`src/rtl/alu_share_arb_pkg.sv`:
```
// Shared types and constants for the ALU-sharing arbiter.
package alu_share_arb_pkg;

    typedef enum logic [1:0] {
        IDLE    = 2'd0,
        ISSUE   = 2'd1,
        CAPTURE = 2'd2,
        RESP    = 2'd3
    } state_e;

    localparam logic OP_ADD = 1'b0;
    localparam logic OP_AND = 1'b1;
    localparam int   CNT_W  = 8;

endpackage

```
`src/rtl/alu_share_arb_rr_pick.sv`:
```
// Combinational round-robin picker: first valid requester at or after ptr_i, wrapping.
module alu_share_arb_rr_pick #(
    parameter int NREQ = 4,
    parameter int IW   = 2
) (
    input  logic [NREQ-1:0] valid_i,
    input  logic [IW-1:0]   ptr_i,
    output logic [NREQ-1:0] grant_o,
    output logic [IW-1:0]   idx_o,
    output logic            any_o
);

    // One extra bit so ptr+k can exceed NREQ-1 before the wrap subtract.
    logic [IW:0] cand;
    logic        found;

    always_comb begin
        grant_o = '0;
        idx_o   = '0;
        any_o   = 1'b0;
        cand    = '0;
        found   = 1'b0;
        for (int k = 0; k < NREQ; k++) begin
            cand = {1'b0, ptr_i} + (IW+1)'(k);
            if (cand >= (IW+1)'(NREQ)) begin
                cand = cand - (IW+1)'(NREQ);
            end
            if (!found && valid_i[cand[IW-1:0]]) begin
                found                   = 1'b1;
                grant_o[cand[IW-1:0]]   = 1'b1;
                idx_o                   = cand[IW-1:0];
            end
        end
        any_o = found;
    end

endmodule

```
`src/rtl/alu_share_arb.sv`:
```
// Round-robin sharing of one external 2-bit ALU among NREQ requesters, one op in flight.
// Optional per-requester accept counters on grant_cnt when ALU_SHARE_ARB_STATS_EN is defined.
//   state   | meaning
//   IDLE    | arbitrate; pulse req_ready and latch operands of the winner
//   ISSUE   | ALU settles on the registered operands
//   CAPTURE | register alu_zout into rsp_data
//   RESP    | hold rsp_valid for the winner until its rsp_ready
module alu_share_arb
    import alu_share_arb_pkg::*;
#(
    parameter int NREQ = 4,
    parameter int DW   = 2
) (
    input  logic               clk,
    input  logic               rst_n,
    input  logic [NREQ-1:0]    req_valid,
    output logic [NREQ-1:0]    req_ready,
    input  logic [NREQ*DW-1:0] req_ain,
    input  logic [NREQ*DW-1:0] req_bin,
    input  logic [NREQ-1:0]    req_sel,
    output logic [NREQ-1:0]    rsp_valid,
    input  logic [NREQ-1:0]    rsp_ready,
    output logic [DW-1:0]      rsp_data,
    output logic [DW-1:0]      alu_ain,
    output logic [DW-1:0]      alu_bin,
    output logic               alu_sel,
    input  logic [DW-1:0]      alu_zout
`ifdef ALU_SHARE_ARB_STATS_EN
    ,
    output logic [NREQ*CNT_W-1:0] grant_cnt
`endif
);

    localparam int IW = $clog2(NREQ);

    state_e          state_q, state_d;
    logic [IW-1:0]   ptr_q, ptr_d;
    logic [IW-1:0]   gidx_q, gidx_d;
    logic [DW-1:0]   ain_q, ain_d;
    logic [DW-1:0]   bin_q, bin_d;
    logic            sel_q, sel_d;
    logic [DW-1:0]   rdata_q, rdata_d;

    logic [NREQ-1:0] pick_grant;
    logic [IW-1:0]   pick_idx;
    logic            pick_any;

    alu_share_arb_rr_pick #(
        .NREQ (NREQ),
        .IW   (IW)
    ) u_pick (
        .valid_i (req_valid),
        .ptr_i   (ptr_q),
        .grant_o (pick_grant),
        .idx_o   (pick_idx),
        .any_o   (pick_any)
    );

    always_comb begin
        state_d   = state_q;
        ptr_d     = ptr_q;
        gidx_d    = gidx_q;
        ain_d     = ain_q;
        bin_d     = bin_q;
        sel_d     = sel_q;
        rdata_d   = rdata_q;
        req_ready = '0;
        rsp_valid = '0;
        case (state_q)
            IDLE: begin
                // rst_n gate keeps req_ready quiet while reset is held
                if (pick_any && rst_n) begin
                    req_ready = pick_grant;
                    gidx_d    = pick_idx;
                    ain_d     = req_ain[int'(pick_idx)*DW +: DW];
                    bin_d     = req_bin[int'(pick_idx)*DW +: DW];
                    sel_d     = req_sel[pick_idx];
                    ptr_d     = (pick_idx == IW'(NREQ-1)) ? '0 : pick_idx + IW'(1);
                    state_d   = ISSUE;
                end
            end
            ISSUE: begin
                state_d = CAPTURE;
            end
            CAPTURE: begin
                rdata_d = alu_zout;
                state_d = RESP;
            end
            RESP: begin
                rsp_valid[gidx_q] = 1'b1;
                if (rsp_ready[gidx_q]) begin
                    state_d = IDLE;
                end
            end
            default: begin
                state_d = IDLE;
            end
        endcase
    end

    always_ff @(posedge clk or negedge rst_n) begin
        if (!rst_n) begin
            state_q <= IDLE;
            ptr_q   <= '0;
            gidx_q  <= '0;
            ain_q   <= '0;
            bin_q   <= '0;
            sel_q   <= 1'b0;
            rdata_q <= '0;
        end else begin
            state_q <= state_d;
            ptr_q   <= ptr_d;
            gidx_q  <= gidx_d;
            ain_q   <= ain_d;
            bin_q   <= bin_d;
            sel_q   <= sel_d;
            rdata_q <= rdata_d;
        end
    end

    assign alu_ain  = ain_q;
    assign alu_bin  = bin_q;
    assign alu_sel  = sel_q;
    assign rsp_data = rdata_q;

`ifdef ALU_SHARE_ARB_STATS_EN
    logic [NREQ*CNT_W-1:0] cnt_q, cnt_d;

    // Saturating at all-ones; req_ready is already the one-hot accept pulse.
    always_comb begin
        cnt_d = cnt_q;
        for (int i = 0; i < NREQ; i++) begin
            if (req_ready[i] && (cnt_q[i*CNT_W +: CNT_W] != '1)) begin
                cnt_d[i*CNT_W +: CNT_W] = cnt_q[i*CNT_W +: CNT_W] + CNT_W'(1);
            end
        end
    end

    always_ff @(posedge clk or negedge rst_n) begin
        if (!rst_n) begin
            cnt_q <= '0;
        end else begin
            cnt_q <= cnt_d;
        end
    end

    assign grant_cnt = cnt_q;
`endif

endmodule

```
`config.mk`:
```
export PLATFORM = sky130hd
export DESIGN_NAME = alu_share_arb
export DESIGN_NICKNAME = d
export VERILOG_FILES = /design/src/rtl/alu_share_arb_pkg.sv /design/src/rtl/alu_share_arb_rr_pick.sv /design/src/rtl/alu_share_arb.sv
export SDC_FILE = /design/constraint.sdc
export NUM_CORES = 1
export LEC_CHECK = 0
export CAP_MARGIN = 25
export CORE_AREA = 2 2 61 91
export DETAILED_ROUTE_END_ITERATION = 7
export DIE_AREA = 0 0 63 93
export HOLD_SLACK_MARGIN = 0.05
export PLACE_DENSITY = 0.63
export SYNTH_ARGS = -nofsm -noshare
export SYNTH_HDL_FRONTEND = slang
export SYNTH_SLANG_ARGS = --single-unit
```
`constraint.sdc`:
```
create_clock -name clk -period 3.2 [get_ports clk]
set_input_delay 0.32 -clock clk [delete_from_list [all_inputs] [get_ports clk]]
set_output_delay 0.32 -clock clk [all_outputs]
set_load 0.1 [all_outputs]
```
======== After elaboration in Yosys (flattened, before gate mapping) ========
Cells that the tools add are included.
word-level totals
  register bits after elaboration ......... 13
  bits of input ports ..................... 32
  output and inout port bits .............. 15
  logic and storage cells ................. 101
operators by class
  add/subtract/negate cells ............... 8
  order comparisons ....................... 15
  equality and inequality tests ........... 6
  shifts and indexed selects .............. 2
  muxes and demuxes ....................... 45
  bitwise gates (word level) .............. 3
  reduce and logical (&&, ||, !) cells .... 15
operators by type and width
  operator             count
  $mux 4               7
  $mux 2               11
  $lt 2x3->1 const B   6
  $shiftx 8x4->2       2
  $mux 1               15
  $bmux 1 s2           6
  $or 4x4->4           3
  $demux 1 s2          5
  $ge 2x1->1 const B   5
  $ge 3x3->1 const B   3
  $logic_and 1x1->1    9
  $pmux 2 s4           1
  $sub 2x1->2 const B  4
  $add 2x2->3 const B  2
  $eq 2x2->1 const B   3
  $ne 2x2->1 const B   2
  $reduce_and 2->1     2
  $add 2x1->3 const B  1
  $ge 2x3->1 const B   1
  $logic_not 1->1      3
  $add 2x1->2 const B  1
  $eq 2x1->1 const B   1
  $logic_not 2->1      1

======== Logic depth before layout (Yosys ltp) ========
  depth after elaboration ................. 17
  gate-level depth with buffers ........... 11
  mapped depth without buffers ............ 8

======== Hierarchy ========
Synthesis repeated with hierarchy kept, for this count alone.
second synthesis, totals
  cells, all modules ...................... 120
  area, all modules ....................... 1223.7 um2
modules (own cells, without submodules)
  module                 times used  cells an instance  area each (um2)  seq. area each (um2)
  alu_share_arb          1           75                 802.0            325.3
  alu_share_arb_rr_pick  1           45                 421.7            0.0

======== Least setup slack after synthesis ========
No wires, ideal clock.
  path kind ............................... reg-to-output
  from .................................... reg ptr_q[0]
  to ...................................... out req_ready[0]
  arrival time ............................ 3.402 ns
  required time ........................... 2.880 ns
  path slack .............................. -0.522 ns
  cell stages (with the launch flop) ...... 11
  buffers on the path ..................... 2
  cells stage by stage .................... dfrtp_1 -> buf_6 -> buf_6 -> clkinv_1 -> ha_1 -> mux4_2 -> nor2b_4 -> a22oi_1 -> nor2_1 -> a221oi_1 -> nor2_1
on the way
  cells in the longest elaborated chain, start to end .. 17
  elaborated cells on any way between the ends .. 63
  classes of those cells .................. 7 x add/sub; 12 x order compare; 30 x mux; 3 x bitwise; 11 x reduce/logical
RTL lines
  what                                                  RTL line              RTL
  start, declared                                       alu_share_arb.sv:37   logic [IW-1:0] ptr_q, ptr_d;
  start signal, assigned                                alu_share_arb.sv:112  ptr_q <= ptr_d;
  branches (longest 15 deep; another with $add 2x1->3)  -
  $mux 4 *                                              alu_share_arb.sv:72   if (pick_any && rst_n) begin
  $mux 4 *                                              alu_share_arb.sv:69   case (state_q)
  end, declared                                         alu_share_arb.sv:17   output logic [NREQ-1:0] req_ready,
Every way passes the cells marked *. The select of a mux whose other input is x is not followed.

======== Worst setup path in the final report ========
  from .................................... reg ptr_q[0]
  to ...................................... out req_ready[3]
The elaborated chain is that of the path after synthesis.

==> key figures <==
Route
  – Routed wl met3: 148 um
  – Metal2 WL: 1.979 mm
  – Max Used Layer: met4
  – Met1 wire length: 1.576 mm
  – DRT Pass-1 Iters: 4
  – Routed via count: 1454
  – Final ANT Viol Nets: 0
  – DRT iter0 DRCs: 28
  – DRC viols: 0
  – Routed WL: 3.739 mm
  – Wire per inst: 13.26 um
  – Vias per inst: 5.156

Final layout
  – Antenna cell count: 0
  – Post-route insts no fill: 282
  – Layout cells sized above 1: 20.09%
  – Most common cell after layout, fill and taps aside: clkdlybuf4s50_1
  – Commonest cells after routing, fill and taps aside: 38 x clkdlybuf4s50_1, 15 x buf_4, 13 x dfrtp_1, 12 x nor2_1, 11 x nand2_1
  – Layout fillers: 517
  – Area grow syn2layout: 45.47%
  – Layout Nets: 257

Global routing
  – Initial antenna violation count: 0
  – Total GRT Usage: 12.45%
  – First-pass GRT wire length: 5.975 mm
  – Largest net degree at the start of global routing: 19
  – Vias in the first global route: 1322
  – Grt total ovfl: 0

Logic synthesis
  – Async SR Flop Fraction: 100.0%
  – Yosys Warn Count: 0
  – Area leader, netlist: dfrtp_1
  – EDFF count, synth: 0
  – Mean Syn Cell Area: 9.065 um2
  – Share of the synthesized area in the top cell type: 22.02%
  – Syn nets: 205
  – #FFs+latches synth: 13
  – Sequential area share after synthesis: 22.02%
  – Top post-synthesis cells by area: dfrtp_1 22%, ha_1 8.5%, mux2i_1 6.1%
  – Mapped Cells: 163
  – Syn Std Cell Area: 1478 um2
  – Netlist cell types: 44
  – Most common flop cell mapped by yosys: dfrtp_1

Critical path
  – Crit start category: flip-flop
  – Critical path capture point type: output port
  – Reg2Reg Depth: 8
  – CP Max Fanout: 8
  – Worst reg2reg startpoint: ptr_q[0]
  – Worst Path Required: 2.88 ns
  – Flop2flop setup slack: 0.63 ns
  – Data arrival time of the critical path: 2.46 ns
  – Worst r2r dst: alu_ain[0]
  – Crit path kind: reg -> out

Place
  – PortBufs: 46
  – Setup Slack @ Placement: 0.4123 ns
  – Detailed placement HPWL: 3.085 mm
  – Final GP Congestion: 0.7586
  – Dpl cells: 278

Worst hold path
  – Type of the most critical hold path: in -> async

Power and ir drop
  – Pwr dens: 1044 nW/um2
  – Leakage: 0.8530 nW
  – Pwr Total: 2.244 mW
  – Max IR drop VDD: 0.3790 mV

STA
  – Setup TNS Final: 0 ns
  – Tcrit/Tclk final: 86.87%
  – Actual slew at the worst max-slew pin: 0.9674 ns
  – Tmin final: 2.780 ns
  – Final hold vios: 0
  – Final max-slew violation count: 0
  – Final worst slack: 0.4203 ns
  – Clock Skew: 0.001833 ns
  – Fmax: 359.8 MHz
  – Slew HR: 35.30%
  – RSZ-0062 raised after global routing: no
  – Final Setup Violations: 0

Die
  – Die Y: 93 um
  – Ports: 47
  – Starting Density: 29.06%
  – Core ar.: 5085 um2
  – DIE AREA: 5859 um2
  – Chip Width: 63 um
  – Placement row count: 32

Clock network
  – Clock Sinks: 13
  – Root Buffer: clkbuf_8
  – CTS Buf Count: 3
  – Worst-Skew Late Latency: 0.24 ns
  – Clk slew on worst S/H paths: 0.05 ns
  – Clock Tree Buf Depth: 2
  – H-Tree Depth: 1
  – Post-CTS Setup Inserts: 0
  – Post-CTS sizing: 0
  – CTS tree: yes
  – CTS Hold Bufs: 0

Job
  – Maxcap violations: 0

Outcome
  – Status: complete, no violations
## stage by stage
step	utilization (%)	hold slack [ns]	cell area, um2
3_5_place_dp	41.39	0.4943	2105
2_1_floorplan	-	0.02441	1508
4_1_cts	42.27	0.3969	2150
3_3_place_gp	41.39	0.4917	2105
6_report	42.27	0.3939	2150
5_1_grt	42.27	0.4247	2150
## cells in the mapped netlist, types with 2 or more instances
library cell and n:
o21ai_1 3, a22oi_1 4, dfrtp_1 13, nor2_1 16
mux2_2 6, o31ai_1 2, a21oi_1 3, nand4b_1 4
nor2b_1 2, nand3_1 10, o21ai_0 8, buf_6 6
a221oi_1 4, ha_1 10, mux2i_1 9, nor3b_1 2
nor3_1 3, nand3b_1 2, or3_1 4, a211oi_1 7
and2_1 2, nand2_1 11, o311ai_1 2, clkbuf_1 3
mux4_2 4, clkinv_1 2, o21a_1 2, inv_1 3
## sequential cells by signal, indices dropped and copies added (netlist names)
signal and flops:
alu_ain 2, alu_bin 2, gidx_q 2, ptr_q 2, rsp_data 2, state_q 2
alu_sel 1
## metal layers
layer | GRT usage, % | vias up
li1 | - | 724
met1 | 14.79 | 694
met2 | 23.05 | 32
met3 | 1.444 | 4
met4 | 3.889 | 0
met5 | 0 | -
## how the worst max path moves through the flow
stage / slack [ns] / end / cells past startpoint / startpoint
6_report: 0.42 / req_ready[3] / 8 / ptr_q[0]
3_3_place_gp: 0.42 / alu_ain[0] / 7 / req_valid[2]
5_1_grt: 0.25 / req_ready[2] / 8 / ptr_q[0]
3_5_place_dp: 0.41 / alu_ain[0] / 7 / req_valid[2]
2_1_floorplan: 0.11 / rsp_valid[0] / 2 / state_q[0]
4_1_cts: 0.42 / req_ready[1] / 8 / ptr_q[0]
## worst max-delay path, stage by stage, from the launching register on
cell	delay (ns)
dfrtp_1	0.36
clkinv_1	0.09
ha_1	0.42
mux4_2	0.45
a22oi_1	0.24
nor2_1	0.06
a221oi_1	0.36
nor2_4	0.06
buf_12	0.17
## layout make-up
cell class / count / area (um2) / share of cell area [%]
clock buffers: 4 / 45.04 / 2.095
inverters: 5 / 18.77 / 0.8731
multi-input cells: 135 / 1102 / 51.28
flip-flops and latches: 13 / 325.3 / 15.13
well taps: 68 / 85.08 / 3.958
repair buffers: 57 / 573.1 / 26.66
## cells by family after synthesis
family	Yosys count	synth area share, %
buffers and inverters	15	7.113
AND/OR/NAND/NOR	64	23.71
multiplexers	20	18.54
adder cells (fa/ha/maj)	10	8.467
AO/OA/AOI/OAI	40	19.56
flip-flops	13	22.02
XOR/XNOR	1	0.5928
## where the power goes
group / switching (mW) / internal [mW]
logic: 1.13 / 0.667
registers: 0.0581 / 0.247
clock network: 0.0567 / 0.0879
total: 1.24 / 1.00
Power figures use the tool's default switching activity.
